`src/rtl/qsn_shift_scheduler_if.sv`:
```
`default_nettype none
// ============================================================================
// Module      : qsn_shift_scheduler_if
// Description : Bus bundle between two QSN requesters and the shift
//               scheduler: per-requester beat handshakes, halt, the QSN
//               control outputs, the completion stream and status flags.
//               master = requester/QSN side, slave = scheduler side.
// Ports       : halt, req{0,1}_{valid,ready,shift,tag,last},
//               qsn_{in_valid,shift_factor,src_sel},
//               done_{valid,src,tag,err}, err_sticky, inflight_cnt, busy
// Revision    : 1.0 - initial release
// ============================================================================
interface qsn_shift_scheduler_if #(
  parameter int SHIFT_W = 5,
  parameter int TAG_W   = 4
);
  logic               halt;
  logic               req0_valid;
  logic               req0_ready;
  logic [SHIFT_W-1:0] req0_shift;
  logic [TAG_W-1:0]   req0_tag;
  logic               req0_last;
  logic               req1_valid;
  logic               req1_ready;
  logic [SHIFT_W-1:0] req1_shift;
  logic [TAG_W-1:0]   req1_tag;
  logic               req1_last;
  logic               qsn_in_valid;
  logic [SHIFT_W-1:0] qsn_shift_factor;
  logic               qsn_src_sel;
  logic               done_valid;
  logic               done_src;
  logic [TAG_W-1:0]   done_tag;
  logic               done_err;
  logic               err_sticky;
  logic [3:0]         inflight_cnt;
  logic               busy;

  modport master (
    output halt,
    output req0_valid, req0_shift, req0_tag, req0_last,
    output req1_valid, req1_shift, req1_tag, req1_last,
    input  req0_ready, req1_ready,
    input  qsn_in_valid, qsn_shift_factor, qsn_src_sel,
    input  done_valid, done_src, done_tag, done_err,
    input  err_sticky, inflight_cnt, busy
  );

  modport slave (
    input  halt,
    input  req0_valid, req0_shift, req0_tag, req0_last,
    input  req1_valid, req1_shift, req1_tag, req1_last,
    output req0_ready, req1_ready,
    output qsn_in_valid, qsn_shift_factor, qsn_src_sel,
    output done_valid, done_src, done_tag, done_err,
    output err_sticky, inflight_cnt, busy
  );
endinterface
`default_nettype wire

```
`src/rtl/qsn_shift_scheduler.sv`:
```
`default_nettype none
// ============================================================================
// Module      : qsn_shift_scheduler
// Description : Shares one QSN barrel-shift datapath between the VN write-back
//               requester (0) and the CN read requester (1). Round-robin
//               arbitration at burst granularity, shift-factor range check,
//               registered issue to the QSN, and a completion pipeline that
//               mirrors the QSN latency to report (source, tag, err) per beat.
// Ports       : sys_clk - system clock
//               rst     - synchronous active-high reset
//               bus     - qsn_shift_scheduler_if.slave (requests, QSN control,
//                         completions, status)
// Revision    : 1.0 - initial release
// ============================================================================
module qsn_shift_scheduler #(
  parameter int PERMUTATION_LENGTH = 17,
  parameter int SHIFT_W            = 5,
  parameter int TAG_W              = 4,
  parameter int QSN_LATENCY        = 2
) (
  input  logic                  sys_clk,
  input  logic                  rst,
  qsn_shift_scheduler_if.slave  bus
);

  localparam logic [SHIFT_W:0] PERM_LEN = (SHIFT_W+1)'(PERMUTATION_LENGTH);

  typedef enum logic [1:0] {
    S_IDLE  = 2'd0,
    S_LOCK0 = 2'd1,
    S_LOCK1 = 2'd2
  } state_t;

  typedef struct packed {
    logic             valid;
    logic             src;
    logic [TAG_W-1:0] tag;
    logic             err;
  } entry_t;

  state_t             state;
  state_t             state_nxt;
  logic               rr_ptr;
  logic               rr_nxt;
  logic               ready0;
  logic               ready1;
  logic               acc0;
  logic               acc1;
  logic               acc;
  logic [SHIFT_W-1:0] sel_shift;
  logic [TAG_W-1:0]   sel_tag;
  logic               sel_in_range;

  logic               issue_valid;
  logic [SHIFT_W-1:0] issue_shift;
  logic               issue_src;
  logic [TAG_W-1:0]   issue_tag;
  logic               issue_err;
  logic               sticky;
  logic [3:0]         inflight;
  entry_t             issue_entry;
  entry_t             pipe [QSN_LATENCY];

  // ---------------------------------------------------------------- arbiter
  always_ff @(posedge sys_clk) begin
    if (rst) begin
      state  <= S_IDLE;
      rr_ptr <= 1'b0;
    end else begin
      state  <= state_nxt;
      rr_ptr <= rr_nxt;
    end
  end

  // Grant is combinational in IDLE so a new burst can start on the cycle
  // right after the previous burst's last beat without a bubble.
  always_comb begin
    ready0    = 1'b0;
    ready1    = 1'b0;
    state_nxt = state;
    rr_nxt    = rr_ptr;
    case (state)
      S_IDLE: begin
        if (!bus.halt) begin
          if (bus.req0_valid && (!bus.req1_valid || !rr_ptr)) begin
            ready0 = 1'b1;
          end else if (bus.req1_valid) begin
            ready1 = 1'b1;
          end
        end
      end
      S_LOCK0: ready0 = !bus.halt;
      S_LOCK1: ready1 = !bus.halt;
      default: state_nxt = S_IDLE;
    endcase

    if (ready0 && bus.req0_valid) begin
      if (bus.req0_last) begin
        state_nxt = S_IDLE;
        rr_nxt    = 1'b1;
      end else begin
        state_nxt = S_LOCK0;
      end
    end else if (ready1 && bus.req1_valid) begin
      if (bus.req1_last) begin
        state_nxt = S_IDLE;
        rr_nxt    = 1'b0;
      end else begin
        state_nxt = S_LOCK1;
      end
    end
  end

  assign bus.req0_ready = ready0;
  assign bus.req1_ready = ready1;

  assign acc0         = ready0 & bus.req0_valid;
  assign acc1         = ready1 & bus.req1_valid;
  assign acc          = acc0 | acc1;
  assign sel_shift    = acc1 ? bus.req1_shift : bus.req0_shift;
  assign sel_tag      = acc1 ? bus.req1_tag   : bus.req0_tag;
  assign sel_in_range = ({1'b0, sel_shift} < PERM_LEN);

  // ------------------------------------------------------------------ issue
  // Shift/source/tag hold their last values when nothing is accepted so the
  // QSN controller sees a stable shift factor between beats.
  always_ff @(posedge sys_clk) begin
    if (rst) begin
      issue_valid <= 1'b0;
      issue_shift <= '0;
      issue_src   <= 1'b0;
      issue_tag   <= '0;
      issue_err   <= 1'b0;
      sticky      <= 1'b0;
    end else begin
      issue_valid <= acc;
      if (acc) begin
        issue_shift <= sel_in_range ? sel_shift : '0;
        issue_src   <= acc1;
        issue_tag   <= sel_tag;
        issue_err   <= !sel_in_range;
        if (!sel_in_range) begin
          sticky <= 1'b1;
        end
      end
    end
  end

  assign bus.qsn_in_valid     = issue_valid;
  assign bus.qsn_shift_factor = issue_shift;
  assign bus.qsn_src_sel      = issue_src;
  assign bus.err_sticky       = sticky;

  // ------------------------------------------------------ completion pipe
  // Mirrors the QSN register stages so the beat's bookkeeping leaves the
  // tail exactly when its data leaves the QSN.
  assign issue_entry = '{valid: issue_valid, src: issue_src,
                         tag: issue_tag, err: issue_err};

  always_ff @(posedge sys_clk) begin
    if (rst) begin
      for (int i = 0; i < QSN_LATENCY; i++) begin
        pipe[i] <= '0;
      end
    end else begin
      pipe[0] <= issue_entry;
      for (int i = 1; i < QSN_LATENCY; i++) begin
        pipe[i] <= pipe[i-1];
      end
    end
  end

  assign bus.done_valid = pipe[QSN_LATENCY-1].valid;
  assign bus.done_src   = pipe[QSN_LATENCY-1].src;
  assign bus.done_tag   = pipe[QSN_LATENCY-1].tag;
  assign bus.done_err   = pipe[QSN_LATENCY-1].err;

  // ------------------------------------------------------- in-flight count
  always_ff @(posedge sys_clk) begin
    if (rst) begin
      inflight <= '0;
    end else begin
      case ({issue_valid, pipe[QSN_LATENCY-1].valid})
        2'b10:   inflight <= inflight + 4'd1;
        2'b01:   inflight <= inflight - 4'd1;
        default: inflight <= inflight;
      endcase
    end
  end

  assign bus.inflight_cnt = inflight;
  assign bus.busy         = (state != S_IDLE) || (inflight != 4'd0);

endmodule
`default_nettype wire

```
`src/flat_wrapper.sv`:
```
// flat-port wrapper written by rule: the top's interface ports become plain ports
module qsn_shift_scheduler_flat 
#(
  parameter int PERMUTATION_LENGTH = 17,
  parameter int SHIFT_W            = 5,
  parameter int TAG_W              = 4,
  parameter int QSN_LATENCY        = 2
)
  (sys_clk, rst, bus_halt, bus_req0_valid, bus_req0_shift, bus_req0_tag, bus_req0_last, bus_req1_valid, bus_req1_shift, bus_req1_tag, bus_req1_last, bus_req0_ready, bus_req1_ready, bus_qsn_in_valid, bus_qsn_shift_factor, bus_qsn_src_sel, bus_done_valid, bus_done_src, bus_done_tag, bus_done_err, bus_err_sticky, bus_inflight_cnt, bus_busy);
  qsn_shift_scheduler_if #(.SHIFT_W(SHIFT_W), .TAG_W(TAG_W)) bus_i ();
  input  logic sys_clk;
  input  logic rst;
  input wire logic [$bits(bus_i.halt)-1:0] bus_halt;
  input wire logic [$bits(bus_i.req0_valid)-1:0] bus_req0_valid;
  input wire logic [$bits(bus_i.req0_shift)-1:0] bus_req0_shift;
  input wire logic [$bits(bus_i.req0_tag)-1:0] bus_req0_tag;
  input wire logic [$bits(bus_i.req0_last)-1:0] bus_req0_last;
  input wire logic [$bits(bus_i.req1_valid)-1:0] bus_req1_valid;
  input wire logic [$bits(bus_i.req1_shift)-1:0] bus_req1_shift;
  input wire logic [$bits(bus_i.req1_tag)-1:0] bus_req1_tag;
  input wire logic [$bits(bus_i.req1_last)-1:0] bus_req1_last;
  output wire logic [$bits(bus_i.req0_ready)-1:0] bus_req0_ready;
  output wire logic [$bits(bus_i.req1_ready)-1:0] bus_req1_ready;
  output wire logic [$bits(bus_i.qsn_in_valid)-1:0] bus_qsn_in_valid;
  output wire logic [$bits(bus_i.qsn_shift_factor)-1:0] bus_qsn_shift_factor;
  output wire logic [$bits(bus_i.qsn_src_sel)-1:0] bus_qsn_src_sel;
  output wire logic [$bits(bus_i.done_valid)-1:0] bus_done_valid;
  output wire logic [$bits(bus_i.done_src)-1:0] bus_done_src;
  output wire logic [$bits(bus_i.done_tag)-1:0] bus_done_tag;
  output wire logic [$bits(bus_i.done_err)-1:0] bus_done_err;
  output wire logic [$bits(bus_i.err_sticky)-1:0] bus_err_sticky;
  output wire logic [$bits(bus_i.inflight_cnt)-1:0] bus_inflight_cnt;
  output wire logic [$bits(bus_i.busy)-1:0] bus_busy;
  assign bus_i.halt = bus_halt;
  assign bus_i.req0_valid = bus_req0_valid;
  assign bus_i.req0_shift = bus_req0_shift;
  assign bus_i.req0_tag = bus_req0_tag;
  assign bus_i.req0_last = bus_req0_last;
  assign bus_i.req1_valid = bus_req1_valid;
  assign bus_i.req1_shift = bus_req1_shift;
  assign bus_i.req1_tag = bus_req1_tag;
  assign bus_i.req1_last = bus_req1_last;
  assign bus_req0_ready = bus_i.req0_ready;
  assign bus_req1_ready = bus_i.req1_ready;
  assign bus_qsn_in_valid = bus_i.qsn_in_valid;
  assign bus_qsn_shift_factor = bus_i.qsn_shift_factor;
  assign bus_qsn_src_sel = bus_i.qsn_src_sel;
  assign bus_done_valid = bus_i.done_valid;
  assign bus_done_src = bus_i.done_src;
  assign bus_done_tag = bus_i.done_tag;
  assign bus_done_err = bus_i.done_err;
  assign bus_err_sticky = bus_i.err_sticky;
  assign bus_inflight_cnt = bus_i.inflight_cnt;
  assign bus_busy = bus_i.busy;
  qsn_shift_scheduler #(.PERMUTATION_LENGTH(PERMUTATION_LENGTH), .SHIFT_W(SHIFT_W), .TAG_W(TAG_W), .QSN_LATENCY(QSN_LATENCY)) u_core (.sys_clk(sys_clk), .rst(rst), .bus(bus_i));
endmodule
```
`config.mk`:
```
export PLATFORM = sky130hd
export DESIGN_NAME = qsn_shift_scheduler_flat
export DESIGN_NICKNAME = d
export VERILOG_FILES = /design/src/rtl/qsn_shift_scheduler_if.sv /design/src/rtl/qsn_shift_scheduler.sv /design/src/flat_wrapper.sv
export SDC_FILE = /design/constraint.sdc
export NUM_CORES = 1
export LEC_CHECK = 0
export ABC_AREA = 1
export CELL_PAD_IN_SITES_DETAIL_PLACEMENT = 1
export CELL_PAD_IN_SITES_GLOBAL_PLACEMENT = 1
export CORE_UTILIZATION = 34
export DETAILED_ROUTE_END_ITERATION = 10
export GPL_ROUTABILITY_DRIVEN = 0
export PLACE_DENSITY = 0.91
export SLEW_MARGIN = 0
export SYNTH_ARGS = -nofsm -noshare
export SYNTH_HDL_FRONTEND = slang
export SYNTH_SLANG_ARGS = --single-unit
```
`constraint.sdc`:
```
create_clock -name sys_clk -period 2.7 [get_ports sys_clk]
set_clock_uncertainty 0.1 [all_clocks]
set_input_delay 0.405 -clock sys_clk [delete_from_list [all_inputs] [get_ports sys_clk]]
set_output_delay 0.405 -clock sys_clk [all_outputs]
set_load 0.03 [all_outputs]
```
# After elaboration in Yosys (flattened, before gate mapping)
# Memory sizes are Yosys's and may differ from the RTL's.
# Index checks and enable logic that the tools add are counted.
[op_classes]
mul = 0
n_lt_le_gt_ge = 1
bitwise_logic = 6
n_div = 0
n_shift = 0
add_sub_neg = 2
n_reduce_logical = 18
n_mux = 25
eq_ne = 6
[ops]
columns = ["cell", "count"]
rows = [
  ["7-bit two-way mux", 2],
  ["1-bit two-way mux", 13],
  ["5-bit two-way mux", 2],
  ["2-bit two-way mux", 4],
  ["4-bit case mux with 2 select lines", 1],
  ["2-bit nonzero test", 4],
  ["5-bit < comparator (second input constant)", 1],
  ["4-bit by 1-bit adder with 4-bit output (second input constant)", 1],
  ["2-bit by 1-bit == test with 1-bit output (second input constant)", 2],
  ["2-bit == test (second input constant)", 2],
  ["1-bit logical NOT", 4],
  ["4-bit two-way mux", 1],
  ["1-bit case mux with 2 select lines", 2],
  ["4-bit nonzero test", 1],
  ["4-bit by 1-bit subtractor with 4-bit output (second input constant)", 1],
  ["1-bit logical AND", 3],
  ["3-bit by 1-bit != test with 1-bit output (second input constant)", 1],
  ["1-bit bitwise OR", 3],
  ["3-bit AND reduction", 1],
  ["3-bit OR reduction", 1],
  ["1-bit AND", 2],
  ["2-bit logical NOT", 1],
  ["1-bit logical OR", 2],
  ["2-bit != test (second input constant)", 1],
  ["2 further kinds", 2],
]
[word_totals]
output_inout_bits = 22
regBits = 20
in_bits = 25
romBits = 0
ram_bits = 14
latchBits = 0
mem_count = 1
wordCells = 68
[memory_table]
columns = ["memory", "depth", "width", "read_ports", "rd_clocked_by_memory_dff", "wr", "line_no", "text"]
rows = [
  ["u_core.pipe", 2, 7, 2, 0, 2, "qsn_shift_scheduler.sv:62", "entry_t pipe [QSN_LATENCY];"],
]

# Logic depth before layout (Yosys ltp)
[depth]
ltp_word = 11
ltp_mapped = 11
mapped_depth_nobuf = 11

# Worst setup path after synthesis
# OpenSTA, ideal clock, no wires.
[synth_path]
kind = "input-to-output"
start = "in bus_halt"
end = "out bus_req1_ready"
path_stages = 2
t_required_ns = 2.195
setup_slack_ns = 0.773
arrival_time_ns = 1.422
n_path_buf = 0
cell_sequence = "nor2_1 -> a21boi_0"
[synth_via]
elab_chain_len = 2
elab_cells_between_ends = 3
classes_between = "mux: 2; reduce/logical: 1"
[synth_rtl]
columns = ["element", "line_no", "text"]
rows = [
  ["from (decl)", "flat_wrapper.sv:13", "input wire logic [$bits(bus_i.halt)-1:0] bus_halt;"],
  ["1-bit two-way mux / 1-bit logical NOT (equally long branches)", "-", ""],
  ["1-bit case mux with 2 select lines (*)", "qsn_shift_scheduler.sv:82", "case (state)"],
  ["to (decl)", "flat_wrapper.sv:23", "output wire logic [$bits(bus_i.req1_ready)-1:0] bus_req1_ready;"],
]
# Mark *: on every way between the ends. The rest lies on a longest branch, timed or not.

# Final worst setup path
[layout_path]
start = "in bus_req0_valid"
end = "out bus_req0_ready"
[layout_via]
elab_chain_len = 4
[layout_rtl]
columns = ["element", "line_no", "text"]
rows = [
  ["from (decl)", "flat_wrapper.sv:14", "input wire logic [$bits(bus_i.req0_valid)-1:0] bus_req0_valid;"],
  ["1-bit logical AND", "qsn_shift_scheduler.sv:85", "if (bus.req0_valid && (!bus.req1_valid || !rr_ptr)) begin"],
  ["1-bit two-way mux", "qsn_shift_scheduler.sv:85", ""],
  ["1-bit two-way mux", "qsn_shift_scheduler.sv:84", "if (!bus.halt) begin"],
  ["1-bit case mux with 2 select lines", "qsn_shift_scheduler.sv:82", ""],
  ["to (decl)", "flat_wrapper.sv:22", "output wire logic [$bits(bus_i.req0_ready)-1:0] bus_req0_ready;"],
]
# Every way passes these cells.

==> impl_metrics.json <==
{
  "status": "finished, final reports clean",
  "antenna_cells": 0,
  "drc": 0,
  "ys_ff_latch": 34,
  "finalHoldViolations": 0,
  "ys_seq_area_frac": 0.472,
  "track_usage": 0.195,
  "post_synth_num_cell_types": 23,
  "core_region_area_sq_mm": 0.00403,
  "ir_drop_mv": 0.240,
  "cts.htree.levels": 2,
  "portBuffers": 46,
  "critPathArrivalTime_ps": 2010,
  "dieArea_sq_mm": 0.00450,
  "wl_per_cell_microns": 13.3,
  "path_cells": "clkdlybuf4s50_1 > nand2_1 > nand2_1 > nand2_1 > nor2_2 > clkdlybuf4s50_1",
  "hold_ws_ps": 308,
  "place_area_sq_mm": 0.00193,
  "fin_tns_setup_ps": 0,
  "n_fill_cell": 512,
  "cts_inserted_buffers": 5,
  "path_clk_slew_ps": 70,
  "cp_common_cell": "nand2_1",
  "ant_nets": 0,
  "worstSetupStartpointType": "primary input",
  "cap_violations": 0,
  "layout.nets": 265,
  "dr.pass1.iters": 4,
  "antenna_found_initial": 0,
  "critical_path_peak_fanout": 5,
  "rsz0062_at_grt": "false",
  "yosysWarnings": 0,
  "vias_per_cell": 4.73,
  "p_per_area_mw_per_mm2": 559,
  "p_leak_nw": 0.848,
  "final-max-slew-violation-count": 0,
  "max_freq_mhz": 398,
  "finalPower_mw": 1.13,
  "cts_setup_buffers": 0,
  "min_period_ps": 2510,
  "layout_setup_ws_ps": 190,
  "dp_hpwl_microns": 2960,
  "ios": 47,
  "dp_slack_ps": 183,
  "cpPeakStageDelay_ps": 700,
  "maxSlewHeadroom": 0.716,
  "max_slew.worst_pin.slew_ps": 425,
  "drt_wl_total_microns": 3810,
  "final_common_cell": "clkdlybuf4s50_1",
  "cts_root_buf": "clkbuf_8",
  "drive_above_1_share": 0.0802,
  "grt_pass1_wl_microns": 6290,
  "endpoint_kind": "primary output",
  "area.growth.synth_to_final_pct": 40.0,
  "cts_tree": "yes",
  "globalRoute.totalOverflow": 0,
  "final_cell_mix": "clkdlybuf4s50_1, nand2_1, dfxtp_1, inv_1, nor2_1",
  "path_delay_family": "buffers and inverters",
  "grt_pass1_vias": 1381,
  "hold_path.class": "flop to flop",
  "syn_avg_cell_area_sq_um": 7.63,
  "cts_resized": 0,
  "reg2reg_slack_ps": 850,
  "netlist_area_sq_mm": 0.00144,
  "cp_num_buf_inv": 2,
  "cts.hold.buffers_added": 0,
  "critPathKind": "primary input to primary output",
  "layout.cells.non_filler": 287,
  "netlist_instances": 189,
  "grt_max_degree": 17,
  "rows": 23,
  "clockBufferDepth": 2,
  "min_period_over_period": 0.930,
  "final_cell_area_sq_mm": 0.00202,
  "post-route-util": 0.501,
  "clock-sinks": 34,
  "worstPathRequired_ps": 2190,
  "start_util": 0.358,
  "vias": 1357,
  "drt_iter0_drc": 58,
  "critPathSlowestCell": "clkdlybuf4s50_1",
  "dpl.cell_count": 279,
  "die_x_microns": 67.1,
  "die_h_microns": 67.1,
  "setup_viol": 0,
  "synth.net_count": 218,
  "clock_latency_ps": 290
}
power by group:
| part | total [mW] | switching, mW | internal, mW |
|---|---|---|---|
| logic | 0.201 | 0.111 | 0.0896 |
| clock network | 0.392 | 0.186 | 0.206 |
| registers | 0.536 | 0.0123 | 0.524 |
cell type report:
class / instances / area (sq um) / area share
clock buffers: 7 / 86.3 / 0.0428
multi-input cells: 116 / 588 / 0.291
flip-flops and latches: 34 / 681 / 0.337
repair buffers: 49 / 483 / 0.239
well taps: 50 / 62.6 / 0.0310
clock inverters: 1 / 5.00 / 0.00248
inverters: 30 / 113 / 0.0558
tightest hold or removal path, stage by stage (launching register included):
cell     delay (ps)
dfxtp_1         300
inv_1            40
nor2_1           30
final timing paths:
path	end	startpoint	cells past startpoint
worst max-delay path	bus_req0_ready	bus_req0_valid	6
worst min-delay path	u_core.pipe[0][8]	u_core.pipe[0][1]	2
worst max register to register	u_core.issue_tag[1]	u_core.state[0]	6
worst min register to register	u_core.pipe[0][8]	u_core.pipe[0][1]	2
flip-flops by register name, indices dropped and copies added, names as in the netlist:
| name | count |
|---|---|
| u_core.state | 2 |
| u_core.bus.qsn_in_valid | 1 |
| u_core.bus.inflight_cnt | 4 |
| u_core.rr_ptr | 1 |
| u_core.bus.qsn_src_sel | 1 |
| u_core.issue_err | 1 |
| u_core.bus.err_sticky | 1 |
| u_core.issue_tag | 4 |
| u_core.pipe | 14 |
| u_core.bus.qsn_shift_factor | 5 |
cells by family after synthesis:
kind of cell | synth area share
xor gates and xnor gates | 0.00608
DFF | 0.472
adders and majority gates | 0.0399
and+or+nand+nor | 0.237
AOI/OAI and AO/OA | 0.125
buffers and inverters | 0.120
per-layer routing:
layer  routed length (microns)  global-route usage
met2                      2000               0.359
met3                       110              0.0428
met1                      1610               0.202
met4                        94               0.104
met5                         0                   0
synth_stat cells:
cell type / instances / area share
nor4_1: 1 / 0.0043
nand2_2: 3 / 0.013
nand4_1: 5 / 0.022
inv_1: 29 / 0.076
xnor2_1: 1 / 0.0061
nand2_1: 35 / 0.091
fa_1: 1 / 0.014
nand3b_1: 1 / 0.0052
nor2_1: 25 / 0.065
o21ai_2: 2 / 0.012
a21oi_1: 11 / 0.038
clkbuf_1: 3 / 0.0078
a21boi_0: 1 / 0.0052
nor2_2: 2 / 0.0087
buf_4: 5 / 0.026
o31ai_1: 4 / 0.021
nand3_2: 1 / 0.0069
dfxtp_1: 34 / 0.47
ha_1: 3 / 0.026
o21ai_0: 14 / 0.049
inv_2: 1 / 0.0026
buf_6: 1 / 0.0078
nand3_1: 6 / 0.021
No activity file was read; power rests on OpenSTA's default activity.
